<file path="config.mk">
export PLATFORM = sky130hd
export DESIGN_NAME = shift_seq_gen
export DESIGN_NICKNAME = d
export VERILOG_FILES = /design/src/rtl/shift_seq_gen.sv
export SDC_FILE = /design/constraint.sdc
export NUM_CORES = 1
export LEC_CHECK = 0
export CORE_MARGIN = 5
export CORE_UTILIZATION = 48
export CTS_CLUSTER_SIZE = 25
export DETAILED_ROUTE_END_ITERATION = 6
export HOLD_SLACK_MARGIN = 0.05
export PLACE_DENSITY = 0.78
export SYNTH_ARGS = -nofsm -noshare
export SYNTH_HDL_FRONTEND = slang
export SYNTH_SLANG_ARGS = --single-unit
</file>
<file path="constraint.sdc">
create_clock -name i_clk -period 2.15 [get_ports i_clk]
set_input_delay 0.645 -clock i_clk [delete_from_list [all_inputs] [get_ports i_clk]]
set_output_delay 0.645 -clock i_clk [all_outputs]
set_load 0.01 [all_outputs]
</file>
<file path="src/rtl/shift_seq_gen.sv">
`default_nettype none
// ============================================================================
// Module      : shift_seq_gen
// Description : Parametrised shift-sequence generator. Produces a Johnson,
//               ring or maximal-length LFSR sequence with enable, direction,
//               synchronous clear and parallel load. A state that is illegal
//               for the current mode is replaced by that mode's seed on the
//               next edge and flagged with a one-cycle o_err pulse.
// Ports       : i_clk       - clock, rising edge
//               i_arst_n    - asynchronous active-low reset
//               i_en        - advance one step
//               i_dir       - 0 = toward MSB, 1 = toward LSB (not LFSR)
//               i_mode      - 0 Johnson, 1 ring, 2 LFSR, 3 Johnson
//               i_sclr      - synchronous clear to the mode seed
//               i_load      - synchronous parallel load of i_load_val
//               i_load_val  - value for parallel load
//               o_q         - registered state
//               o_wrap      - pulse: an enabled step landed on the seed
//               o_err       - pulse: an illegal state was replaced by the seed
// Revision    : 1.0 - initial release
// ============================================================================
module shift_seq_gen #(
   parameter int                 WIDTH = 4,
   parameter logic [WIDTH-1:0]   TAPS  = WIDTH'(4'b1100)
) (
   input  logic               i_clk,
   input  logic               i_arst_n,
   input  logic               i_en,
   input  logic               i_dir,
   input  logic [1:0]         i_mode,
   input  logic               i_sclr,
   input  logic               i_load,
   input  logic [WIDTH-1:0]   i_load_val,
   output logic [WIDTH-1:0]   o_q,
   output logic               o_wrap,
   output logic               o_err
);

   localparam logic [1:0] c_MODE_JOHNSON = 2'd0;
   localparam logic [1:0] c_MODE_RING    = 2'd1;
   localparam logic [1:0] c_MODE_LFSR    = 2'd2;

   logic [WIDTH-1:0] r_q;
   logic             r_wrap;
   logic             r_err;
   logic             r_seeded;

   logic [WIDTH-1:0] w_seed;
   logic [WIDTH-1:0] w_step;
   logic             w_legal;
   logic [WIDTH-1:0] w_q_nxt;
   logic             w_wrap_nxt;
   logic             w_err_nxt;

   // Reserved mode 3 falls into the Johnson default in every function below.
   function automatic logic [WIDTH-1:0] f_seed(input logic [1:0] mode);
      logic [WIDTH-1:0] s;
      case (mode)
         c_MODE_RING: s = WIDTH'(1);
         c_MODE_LFSR: s = '1;
         default:     s = '0;
      endcase
      return s;
   endfunction

   function automatic logic [WIDTH-1:0] f_next(input logic [WIDTH-1:0] q,
                                               input logic [1:0]       mode,
                                               input logic             dir);
      logic [WIDTH-1:0] n;
      case (mode)
         c_MODE_RING: n = dir ? {q[0], q[WIDTH-1:1]} : {q[WIDTH-2:0], q[WIDTH-1]};
         c_MODE_LFSR: n = {q[WIDTH-2:0], ^(q & TAPS)};
         default:     n = dir ? {~q[0], q[WIDTH-1:1]} : {q[WIDTH-2:0], ~q[WIDTH-1]};
      endcase
      return n;
   endfunction

   // Johnson states are thermometer codes: at most one boundary between
   // adjacent differing bits. Ring states are one-hot (nonzero power of two).
   function automatic logic f_legal(input logic [WIDTH-1:0] q,
                                    input logic [1:0]       mode);
      logic ok;
      int   edges;
      edges = 0;
      for (int i = 0; i < WIDTH - 1; i++) begin
         if (q[i] != q[i+1]) edges++;
      end
      case (mode)
         c_MODE_RING: ok = (q != '0) && ((q & (q - WIDTH'(1))) == '0);
         c_MODE_LFSR: ok = (q != '0);
         default:     ok = (edges <= 1);
      endcase
      return ok;
   endfunction

   always_comb begin
      w_seed     = f_seed(i_mode);
      w_step     = f_next(r_q, i_mode, i_dir);
      w_legal    = f_legal(r_q, i_mode);
      w_q_nxt    = r_q;
      w_wrap_nxt = 1'b0;
      w_err_nxt  = 1'b0;
      if (!r_seeded) begin
         // First edge after reset release always seeds, silently.
         w_q_nxt = w_seed;
      end else if (i_sclr) begin
         w_q_nxt = w_seed;
      end else if (i_load) begin
         // Loaded unchecked; an illegal value is caught on the next edge.
         w_q_nxt = i_load_val;
      end else if (!w_legal) begin
         w_q_nxt   = w_seed;
         w_err_nxt = 1'b1;
      end else if (i_en) begin
         w_q_nxt    = w_step;
         w_wrap_nxt = (w_step == w_seed);
      end
   end

   always_ff @(posedge i_clk or negedge i_arst_n) begin
      if (!i_arst_n) begin
         r_q      <= '0;
         r_wrap   <= 1'b0;
         r_err    <= 1'b0;
         r_seeded <= 1'b0;
      end else begin
         r_q      <= w_q_nxt;
         r_wrap   <= w_wrap_nxt;
         r_err    <= w_err_nxt;
         r_seeded <= 1'b1;
      end
   end

   assign o_q    = r_q;
   assign o_wrap = r_wrap;
   assign o_err  = r_err;

endmodule
`default_nettype wire

</file>
======== Word level (Yosys, flattened, before mapping) ========
Index checks and enable logic that the tools add are counted.
cells by class
  magnitude comparators ................... 1
  div/mod/pow operators ................... 0
  muxes and demuxes ....................... 22
  multipliers ............................. 0
  equal/unequal tests ..................... 7
  reduce and logical (&&, ||, !) cells .... 4
  add/sub/neg operators ................... 3
  bitwise operators ....................... 3
  shift-type cells ........................ 0
operators with widths
  cell                                                                    number
  32-bit by 2-bit adder with 32-bit output, second input constant         2
  32-bit two-way mux                                                      2
  32-bit by 2-bit <= comparator with 1-bit output, second input constant  1
  4-bit two-way mux                                                       7
  4-bit one-hot mux with 2 select lines                                   2
  1-bit two-way mux                                                       10
  5-bit != test, second input constant                                    1
  4-bit AND                                                               1
  4-bit == test                                                           1
  4-bit zero test                                                         1
  4-bit nonzero test                                                      1
  4-bit XOR reduction                                                     1
  4-bit by 1-bit subtractor with 4-bit output, second input constant      1
  1-bit != test                                                           3
  2-bit by 1-bit == test with 1-bit output, second input constant         1
  2-bit == test, second input constant                                    1
  1-bit inverter                                                          2
  1-bit one-hot mux with 2 select lines                                   1
  1-bit logical AND                                                       1
word-level totals
  memory bits (read-only) ................. 0
  memory bits (writable) .................. 0
  latch bits .............................. 0
  register bits after elaboration ......... 7
  output and inout bits ................... 6
  memories ................................ 0

======== Depth between registers and ports, before layout ========
Gate-level depths: netlist of run 1.
  depth in word-level cells ............... 12
  depth in mapped cells ................... 8
  depth with buffers taken out ............ 7

======== Worst setup path before layout of run 1 ========
OpenSTA, ideal clock, no wires.
  path kind ............................... input to register
  from .................................... input port i_mode[0]
  to ...................................... register r_q[3], in the netlist o_q[3]
  data arrival time ....................... 1.944 ns
  data required time ...................... 2.056 ns
  path buffers ............................ 1
  slack ................................... 0.112 ns
  stages .................................. 8
  path through ............................ inv_1 ha_1 buf_2 inv_1 nand4_1 and3_1 mux2_2 a211oi_1
between the ends
  word-level cells in the longest chain between the ends .. 7
  elaborated cells between the ends (all ways) .. 11
RTL lines
  item                                                                              RTL line    RTL
  from (decl)                                                                       30          input logic [1:0] i_mode,
  2-bit == test / 2-bit by 1-bit == test with 1-bit output (equally long branches)  58, 70, 88
  4-bit one-hot mux with 2 select lines                                             70          case (mode)
  4-bit two-way mux                                                                 114         end else if (i_en) begin
  4-bit two-way mux                                                                 111         end else if (!w_legal) begin
  4-bit two-way mux                                                                 108         end else if (i_load) begin
  4-bit two-way mux                                                                 106         end else if (i_sclr) begin
  4-bit two-way mux                                                                 103         if (!r_seeded) begin
  to (signal assigned)                                                              127         r_q <= w_q_nxt;
  to (decl)                                                                         43          logic [WIDTH-1:0] r_q;
Several ways; a longest one is shown, not always the timed one. The select of a mux whose other input is x is not followed.
A chain may end at the register's enable or synchronous reset.

======== Worst setup path in the final report of run 1 ========
  from .................................... input port i_mode[0]
  to ...................................... register r_q[0], in the netlist o_q[0]
Same word-level chain as after synthesis.

==> results of run 1 <==
metrics by stage:
step	power (mW)	std cells	worst slack (ns)	instance area, sq um
2_1_floorplan	0.325	86	0.112	744
3_3_place_gp	0.459	134	-0.372	1060
3_5_place_dp	0.473	134	-0.427	1060
4_1_cts	0.603	137	0.00883	1100
5_1_grt	0.647	138	0.0256	1110
6_report	0.604	138	0.0493	1110
state kept, by name, summed over array words and instances, names as in the netlist:
name      count
r_seeded      1
o_q           4
o_wrap        1
o_err         1
layout by cell type (no fill, tap or decap), drive strengths merged, types with 2 or more instances in the layout:
master / n
a21oi: 3
a211oi: 3
clkbuf: 5
mux2i: 5
o2bb2ai: 2
inv: 8
o21ai: 2
and3: 2
clkdlybuf4s50: 14
ha: 8
nand2b: 2
nand2: 6
dlygate4sd2: 2
dfrtp: 7
nor2: 9
nor2b: 3
o211ai: 2
a21o: 2
buf: 17
mux2: 3
power by group:
part           switching [mW]  internal [mW]
logic                   0.160          0.169
clock network          0.0496         0.0709
registers             0.00844          0.146
logic make-up after synthesis:
family | Yosys count | share of synthesized area, %
other | 1 | 0.504
buffers and inverters | 10 | 6.22
flip-flops | 7 | 23.5
multiplexers | 8 | 11.8
AO/OA/AOI/OAI | 20 | 21.3
adder cells (fa/ha/maj) | 9 | 14.8
AND/OR/NAND/NOR | 31 | 21.8
layer usage:
| metal | vias up | wire length (um) |
|---|---|---|
| li1 | 379 | - |
| met1 | 372 | 882 |
| met4 | 0 | 65 |
| met5 | - | 0 |
| met2 | 36 | 1040 |
| met3 | 11 | 108 |
worst min path at each step:
stage / start / endpoint / slack, ns / depth (start not counted)
floorplan: i_arst_n / o_err / 0.35 / 0
global placement: o_q[0] / o_q[0] / 0.68 / 2
detailed placement: o_q[0] / o_q[0] / 0.68 / 2
CTS: i_arst_n / o_err / 0.64 / 1
global route: i_arst_n / r_seeded / 0.65 / 1
finish: i_arst_n / o_err / 0.64 / 1
area by class of cell:
class | count | area, sq um | area share (%)
multi-input combinational | 69 | 554 | 50.0
clock buffer | 4 | 26.3 | 2.37
tap | 16 | 20.0 | 1.81
timing repair buffer | 34 | 303 | 27.3
sequential | 7 | 175 | 15.8
inverter | 8 | 30.0 | 2.71
repair_timing:
item / in CTS / in global routing
setup buffers: 0 / 1
setup endpoints to repair: 5 / 2
resized for setup: 8 / 2
pin swaps: 3 / 0
worst max-delay path: cells and delay by family:
family / cells / cell delay, ns
AO/OA/AOI/OAI: 2 / 0.34
buffers and inverters: 3 / 0.54
multiplexers: 1 / 0.28
adder cells (fa/ha/maj): 1 / 0.17
AND/OR/NAND/NOR: 1 / 0.27
==> reports/qor.txt, run 1 <==
Status: complete, no violations
Drt total wl: 2100 um
Cell area power density: 545 mW/mm^2
Distinct cells, synth: 37
Final setup fails: 0
Worst Setup EP: o_q[0]
Worst Hold Slack: 0.642 ns
DRT antenna net count: 0
Antenna Diode Count: 0
Crit Reg-Reg Startpoint: o_q[3]
Initial antenna violation count: 0
Synth top area share: 23.5%
Cell mode on critical path: buf_4
DR pass1 iterations: 4
Overflow left after global routing: 0
Yosys reg bits: 7
Root Driver: clkbuf_4
Worst R2R End: o_q[0]
Final worst clock skew: 0.00309 ns
Ys async rst share: 100%
Reg clk slew, reported paths: 0.05 ns
Deepest clock path buffer count: 2
Num CTS Buffers: 3
First-pass GRT wire length: 3310 um
Placer congestion estimate: 0.793
Die footprint: 0.00244 sq mm
Critical path class: input port to flip-flop
VDD IR-drop max: 0.445 mV
Met1 GRT Util: 19.8%
Synth area leader: dfrtp_1
RSZ-0062 raised after global routing: no
Critical path arrival: 2.24 ns
Final hold vios: 0
Initial drt markers: 14
CP required: 2.29 ns
Crit. Startpoint: i_mode[0]
Final Max Tran Viols: 0
Ys Warns: 0
Area of the mapped netlist: 744 sq um
R2R depth: 7
FP Rows: 14
Largest cells by area after synthesis: dfrtp_1, ha_1, mux2i_1
Ys flop type: dfrtp_1
Met2 GRT Util: 30.0%
Area Overhead vs Synth: 48.9%
Final period demand of the worst path: 2.10 ns
Vias in the first global route: 809
Top-count cell post-synth: nor2_1
Fillers: 116
Mapped Cells: 86
Tcrit/Tclk final: 97.7%
Vias: 798
Total GRT Usage: 17.0%
Clock sink count: 7
Hold buffers post-CTS: 0
Min-Delay Path Class: input port to asynchronous set/reset pin
Vias/cell: 5.78
Drt wl/cell: 15.2 um
Die height: 49.4 um
Setup TNS: 0 ns
Max cap viols: 0
P_leak: 0.532 nW
IO Port Bufs: 17
Top cells by count, synth: nor2_1, ha_1, inv_1, dfrtp_1, nand2_1
CTS tree: built
Critical Path Max Stage Delay: 0.28 ns
Fin util: 74.5%
Syn Nets: 106
Worst-path fanout max: 3
Fmax: 0.476 GHz
Fin nets: 143
Share of layout cells above drive strength 1: 25.4%
Core ar.: 0.00149 sq mm
Crit path cell chain: dlygate4sd2_1 > ha_4 > buf_4 > buf_4 > a22o_1 > nor4_2 > a21oi_1 > mux2_4
Busiest grt layer: met2
Met3 usage: 2.75%
# DRC: 0
Largest net degree at the start of global routing: 9
Worst setup EP type: flip-flop
Initial Utilization: 50.0%
DPL Wire Length: 1700 um
Post-synth EDFFs: 0
IO Pins: 18
Critical Path Source Type: input port
Die X: 49.4 um
Reg2reg setup slack: 0.17 ns
Avg Inst Size Synth: 8.66 sq um
Clk_lat worst skew: 0.25 ns
Post-synthesis sequential area ratio: 23.5%
Slowest cell on crit path: mux2_4
H-tree level count: 1
No activity file was read; power rests on OpenSTA's default activity.
==> run 2, diff against run 1 <==
Settings changed: CORE_UTILIZATION 48 to 43, GPL_ROUTABILITY_DRIVEN set to 0, PLACE_DENSITY 0.78 to 0.74.
Clock period 2.15 ns to 1.9 ns, I/O delays scaled along.
==> run 2 against run 1 <==
  * Via count decreased by 2.6%
  * Clock-buffer cell count unchanged
  * Die area increased by 9.2%
  * Global-route usage increased by 1.5 points
  * Final cell count increased by 2.9%
  * Setup slack improved by 0.0049 ns
  * Sequential share of layout area decreased by 1.2 points
  * Sequential power increased by 15%
  * Critical path type is now flip-flop to flip-flop
  * Critical endpoint unchanged
  * Largest power group unchanged
==> reports/qor.txt, run 2 (same netlist as run 1, synthesis figures left out) <==
Status: complete, no violations
Worst slack at placement: -0.628 ns (-0.201 ns)
Reg2reg setup slack: 0.05 ns (-0.12 ns)
Worst-path fanout max: 3 (unchanged)
Fmax: 0.542 GHz
Max cap viols: 0 (unchanged)
Critical Path Source Type: flip-flop
DRT antenna net count: 0 (unchanged)
CP required: 2.05 ns (-0.24 ns)
DR pass1 iterations: 4 (unchanged)
Die footprint: 0.00266 sq mm (+9.2%)
Drt wl/cell: 16.1 um (+5.6%)
Worst setup EP type: flip-flop
VDD IR-drop max: 0.493 mV (+11%)
Critical path arrival: 2.00 ns (-0.24 ns)
CTS tree: built
Root Driver: clkbuf_4
Share of layout cells above drive strength 1: 43.2% (+18 points)
Total GRT Usage: 18.6% (+1.5 points)
Final Max Tran Viols: 0 (unchanged)
Final WS setup: 0.0542 ns (+0.00489 ns)
Initial drt markers: 13 (-1)
Final worst clock skew: 0.00797 ns (+0.00487 ns)
Tcrit/Tclk final: 97.1%
Most common cell after layout, fill and taps aside: buf_4
Antenna Diode Count: 0 (unchanged)
Core ar.: 0.00169 sq mm (+13%)
Die X: 51.6 um (+4.5%)
Final setup fails: 0 (unchanged)
Most frequent cells in the layout: buf_4, clkdlybuf4s50_1, nor2_1
Clock sink count: 7 (unchanged)
Initial Utilization: 44.1% (-5.9 points)
Die height: 51.6 um (+4.5%)
Critical path class: flip-flop to flip-flop
FP Rows: 15 (+1)
# DRC: 0 (unchanged)
Clk_lat worst skew: 0.27 ns (+0.02 ns)
IO Pins: 18 (unchanged)
Final hold vios: 0 (unchanged)
P_leak: 0.575 nW (+8.1%)
Worst R2R End: o_q[0]
Overflow left after global routing: 0 (unchanged)
Min-Delay Path Class: input port to asynchronous set/reset pin
Vias in the first global route: 819 (+1.2%)
Placed Cells incl. Taps: 137 (+2.2%)
Deepest clock path buffer count: 2 (unchanged)
Largest register FFs: 4 (unchanged)
Setup TNS: 0 ns (unchanged)
Fin cells: 142 (+2.9%)
IO Port Bufs: 17 (unchanged)
H-tree level count: 1 (unchanged)
Vias/cell: 5.47 (-5.4%)
Design Power: 781 uW (+29%)
First-pass GRT wire length: 3630 um (+9.6%)
Area Overhead vs Synth: 64.5%
R2R depth: 7 (unchanged)
Largest net degree at the start of global routing: 9 (unchanged)
Final period demand of the worst path: 1.85 ns
Num CTS Buffers: 3 (unchanged)
Crit Reg-Reg Startpoint: o_q[2]
Fin nets: 146 (+2.1%)
Vias: 777 (-2.6%)
Drt total wl: 2280 um (+8.7%)
Cell area power density: 638 mW/mm^2 (+17%)
DPL Wire Length: 1750 um (+2.7%)
Initial antenna violation count: 0 (unchanged)
Reg clk slew, reported paths: 0.06 ns (about the same)
==> run 2: repair_timing <==
item | CTS | global route
pin swaps | 4 | 6
gates cloned | 0 | 0
setup endpoints to repair | 7 | 6
setup buffers | 1 | 0
hold buffers | 0 | 0
resized for setup | 20 | 20
==> run 2: per-layer routing <==
metal  vias up  global-route usage, %  routed length [um]
met4         0                   5.24                  20
met2        18                   35.2                1230
met1       372                   20.8                 954
met5         -                      0                   0
li1        384                      -                   -
met3         3                   3.44                  74
==> run 2: how the worst max path moves through the flow <==
stage               from  endpoint  slack (ns)  depth (start not counted)
2_1_floorplan  i_mode[0]    o_q[3]       0.007                          8
3_3_place_gp   i_mode[0]    o_q[0]       -0.57                          8
3_5_place_dp   i_mode[0]    o_q[3]       -0.63                          8
4_1_cts           o_q[2]    o_q[0]       0.008                          7
5_1_grt           o_q[2]    o_q[0]      -0.009                          7
6_report          o_q[2]    o_q[0]        0.05                          7
==> run 2: layout make-up <==
| cell class | count | area (sq um) |
|---|---|---|
| clock buffers | 4 | 26.3 |
| repair buffers | 37 | 324 |
| well taps | 17 | 21.3 |
| multi-input cells | 69 | 642 |
| fillers | 131 | 464 |
| flip-flops and latches | 7 | 179 |
| inverters | 8 | 32.5 |
==> run 2: stage by stage <==
step                cell area, sq um  util [%]  hold slack (ns)
CTS                             1160      68.8            0.567
global placement                1070      63.3            0.686
floorplan                        758         -            0.274
finish                          1220      72.5            0.560
global route                    1220      72.5            0.582
detailed placement              1070      63.3            0.693
==> run 2: critical path: stages (launching register included) <==
cell	delay, ns
dfrtp_2	0.42
inv_4	0.08
ha_1	0.23
maj3_2	0.35
nand2_2	0.09
o211ai_2	0.12
nor2_1	0.14
mux2_4	0.31
==> run 2: power breakdown <==
part	switching, mW	internal [mW]	total, mW
clock network	0.0628	0.0806	0.143
registers	0.0111	0.167	0.178
logic	0.225	0.234	0.459
==> run 3, diff against run 2 <==
Settings changed: CELL_PAD_IN_SITES_DETAIL_PLACEMENT set to 1, CELL_PAD_IN_SITES_GLOBAL_PLACEMENT set to 1, CORE_UTILIZATION 43 to 32, MAX_ROUTING_LAYER set to met4.
==> run 3 against run 2 <==
  * Clock-buffer cell count unchanged
  * Sequential share of layout area fell by 0.59 points
  * Register-to-register slack got worse by 0.02 ns
  * Combinational power grew 5.7%
  * Wire length is 15% higher
  * First-iteration DRC count fell by 15%
  * Die area rose by 27%
  * Design area increased by 4.2%
  * Global-route usage shrank 2.0 points
  * Largest cell class unchanged
  * Largest power group unchanged
  * Highest routed layer unchanged
==> reports/qor.txt, run 3 (same netlist as run 1, synthesis figures left out) <==
Largest register FFs: 4 (unchanged)
Die height: 58.2 um (+13%)
Critical path arrival: 2.00 ns (about the same)
RSZ-0062 raised after global routing: yes
Vias: 815 (+4.9%)
Drt wl/cell: 16.5 um (+2.4%)
Final worst clock skew: 0.00134 ns (-0.00662 ns)
Vias in the first global route: 851 (+3.9%)
IO Pins: 18 (unchanged)
DRT antenna net count: 0 (unchanged)
Slowest cell on crit path: dfrtp_2
Area Overhead vs Synth: 71.4%
Clk_lat worst skew: 0.25 ns (-0.02 ns)
Initial antenna violation count: 0 (unchanged)
Crit path cell chain: inv_4 > ha_4 > maj3_2 > nand2_2 > o211ai_2 > nor2_1 > mux2_4
# DRC: 0 (unchanged)
FP Rows: 17 (+2)
Initial Utilization: 33.7% (-10 points)
DR pass1 iterations: 4 (unchanged)
Num CTS Buffers: 3 (unchanged)
Die X: 58.2 um (+13%)
Cell area after layout: 0.00128 sq mm (+4.2%)
Share of layout cells above drive strength 1: 47.0% (+3.8 points)
Final Max Tran Viols: 0 (unchanged)
DPL Wire Length: 1990 um (+14%)
Most frequent cells in the layout: buf_4, clkdlybuf4s50_1, nor2_1
Final period demand of the worst path: 1.86 ns (+0.0156 ns)
IO Port Bufs: 17 (unchanged)
Fin nets: 153 (+4.8%)
Fillers: 260 (+98%)
P_leak: 0.601 nW (+4.5%)
Clock sink count: 7 (unchanged)
Min-Delay Path Class: input port to asynchronous set/reset pin
Worst-path fanout max: 3 (unchanged)
Core ar.: 0.00221 sq mm (+31%)
Initial drt markers: 11 (-2)
Cell area power density: 631 mW/mm^2 (-1.1%)
Critical path class: flip-flop to flip-flop
Critical Path Source Type: flip-flop
H-tree level count: 1 (unchanged)
Overflow left after global routing: 0 (unchanged)
Vias/cell: 5.09 (-6.9%)
Final WS setup: 0.0386 ns (-0.0156 ns)
Most common cell after layout, fill and taps aside: buf_4
Final hold vios: 0 (unchanged)
Critical Path Max Stage Delay: 0.42 ns (about the same)
R2R depth: 7 (unchanged)
First-pass GRT wire length: 4110 um (+13%)
Design Power: 805 uW (+3.1%)
Worst setup EP type: flip-flop
Tcrit/Tclk final: 98.0% (+0.82 points)
Worst Hold Slack: 0.579 ns (+0.0187 ns)
Worst slack at placement: -0.661 ns (-0.0330 ns)
Root Driver: clkbuf_4
VDD IR-drop max: 0.364 mV (-26%)
Drt total wl: 2630 um (+15%)
Die footprint: 0.00339 sq mm (+27%)
CP required: 2.03 ns (-0.02 ns)
Largest net degree at the start of global routing: 9 (unchanged)
Antenna Diode Count: 0 (unchanged)
Reg clk slew, reported paths: 0.05 ns (about the same)
Post-placement cell area: 0.00110 sq mm (+2.7%)
Fmax: 0.537 GHz (-0.84%)
Status: complete, no violations
Total GRT Usage: 16.5% (-2.0 points)
CTS tree: built
Final setup fails: 0 (unchanged)
Deepest clock path buffer count: 2 (unchanged)
Max cap viols: 0 (unchanged)
-- run 3: metrics by stage --
step	utilization, %	instances	TNS [ns]
6_report	57.7	160	0
5_1_grt	57.7	160	-0.0535
4_1_cts	53.8	159	0
3_5_place_dp	49.7	150	-3.24
3_3_place_gp	49.7	150	-2.94
2_1_floorplan	-	86	0
-- run 3: layer usage --
metal | GRT usage (%) | wire length (um)
met1 | 20.4 | 1150
met2 | 27.9 | 1400
met3 | 3.56 | 69
met4 | 2.98 | 19
met5 | - | 0
-- run 3: final timing paths --
path                               start      to  slack [ns]
worst max-delay path              o_q[2]  o_q[0]        0.04
worst min register to register    o_q[0]  o_q[0]        0.70
worst min-delay path            i_arst_n  o_wrap        0.58
worst max register to register    o_q[2]  o_q[0]        0.04
max in group asynchronous       i_arst_n  o_q[0]        1.06
min in group i_clk                o_q[0]  o_q[0]        0.70
-- run 3: final cells by class --
| cell class | count | area, sq um | share of cell area, % |
|---|---|---|---|
| Clock buffer | 4 | 26.3 | 2.06 |
| Inverter | 8 | 35.0 | 2.75 |
| Multi-Input combinational cell | 69 | 624 | 48.9 |
| Sequential cell | 7 | 179 | 14.0 |
| Tap cell | 28 | 35.0 | 2.75 |
| Timing Repair Buffer | 44 | 377 | 29.5 |
-- run 3: repair_timing --
action | 4_1_cts | 5_1_grt
endpoints found under the setup margin | 7 | 8
setup buffers | 5 | 1
pin swaps | 8 | 9
hold buffers | 0 | 0
gates resized for setup | 22 | 17
-- run 3: power by group --
part,switching (mW),internal [mW]
combinational,0.226,0.259
sequential,0.0162,0.167
clock,0.0558,0.0802
-- run 3: critical path: cells and delay by family (launching register included) --
kind | cells | cell delay (ns)
AND/OR/NAND/NOR | 2 | 0.25
AO/OA/AOI/OAI | 1 | 0.11
flip-flops | 1 | 0.42
adder cells (fa/ha/maj) | 2 | 0.56
multiplexers | 1 | 0.31
buffers and inverters | 1 | 0.09
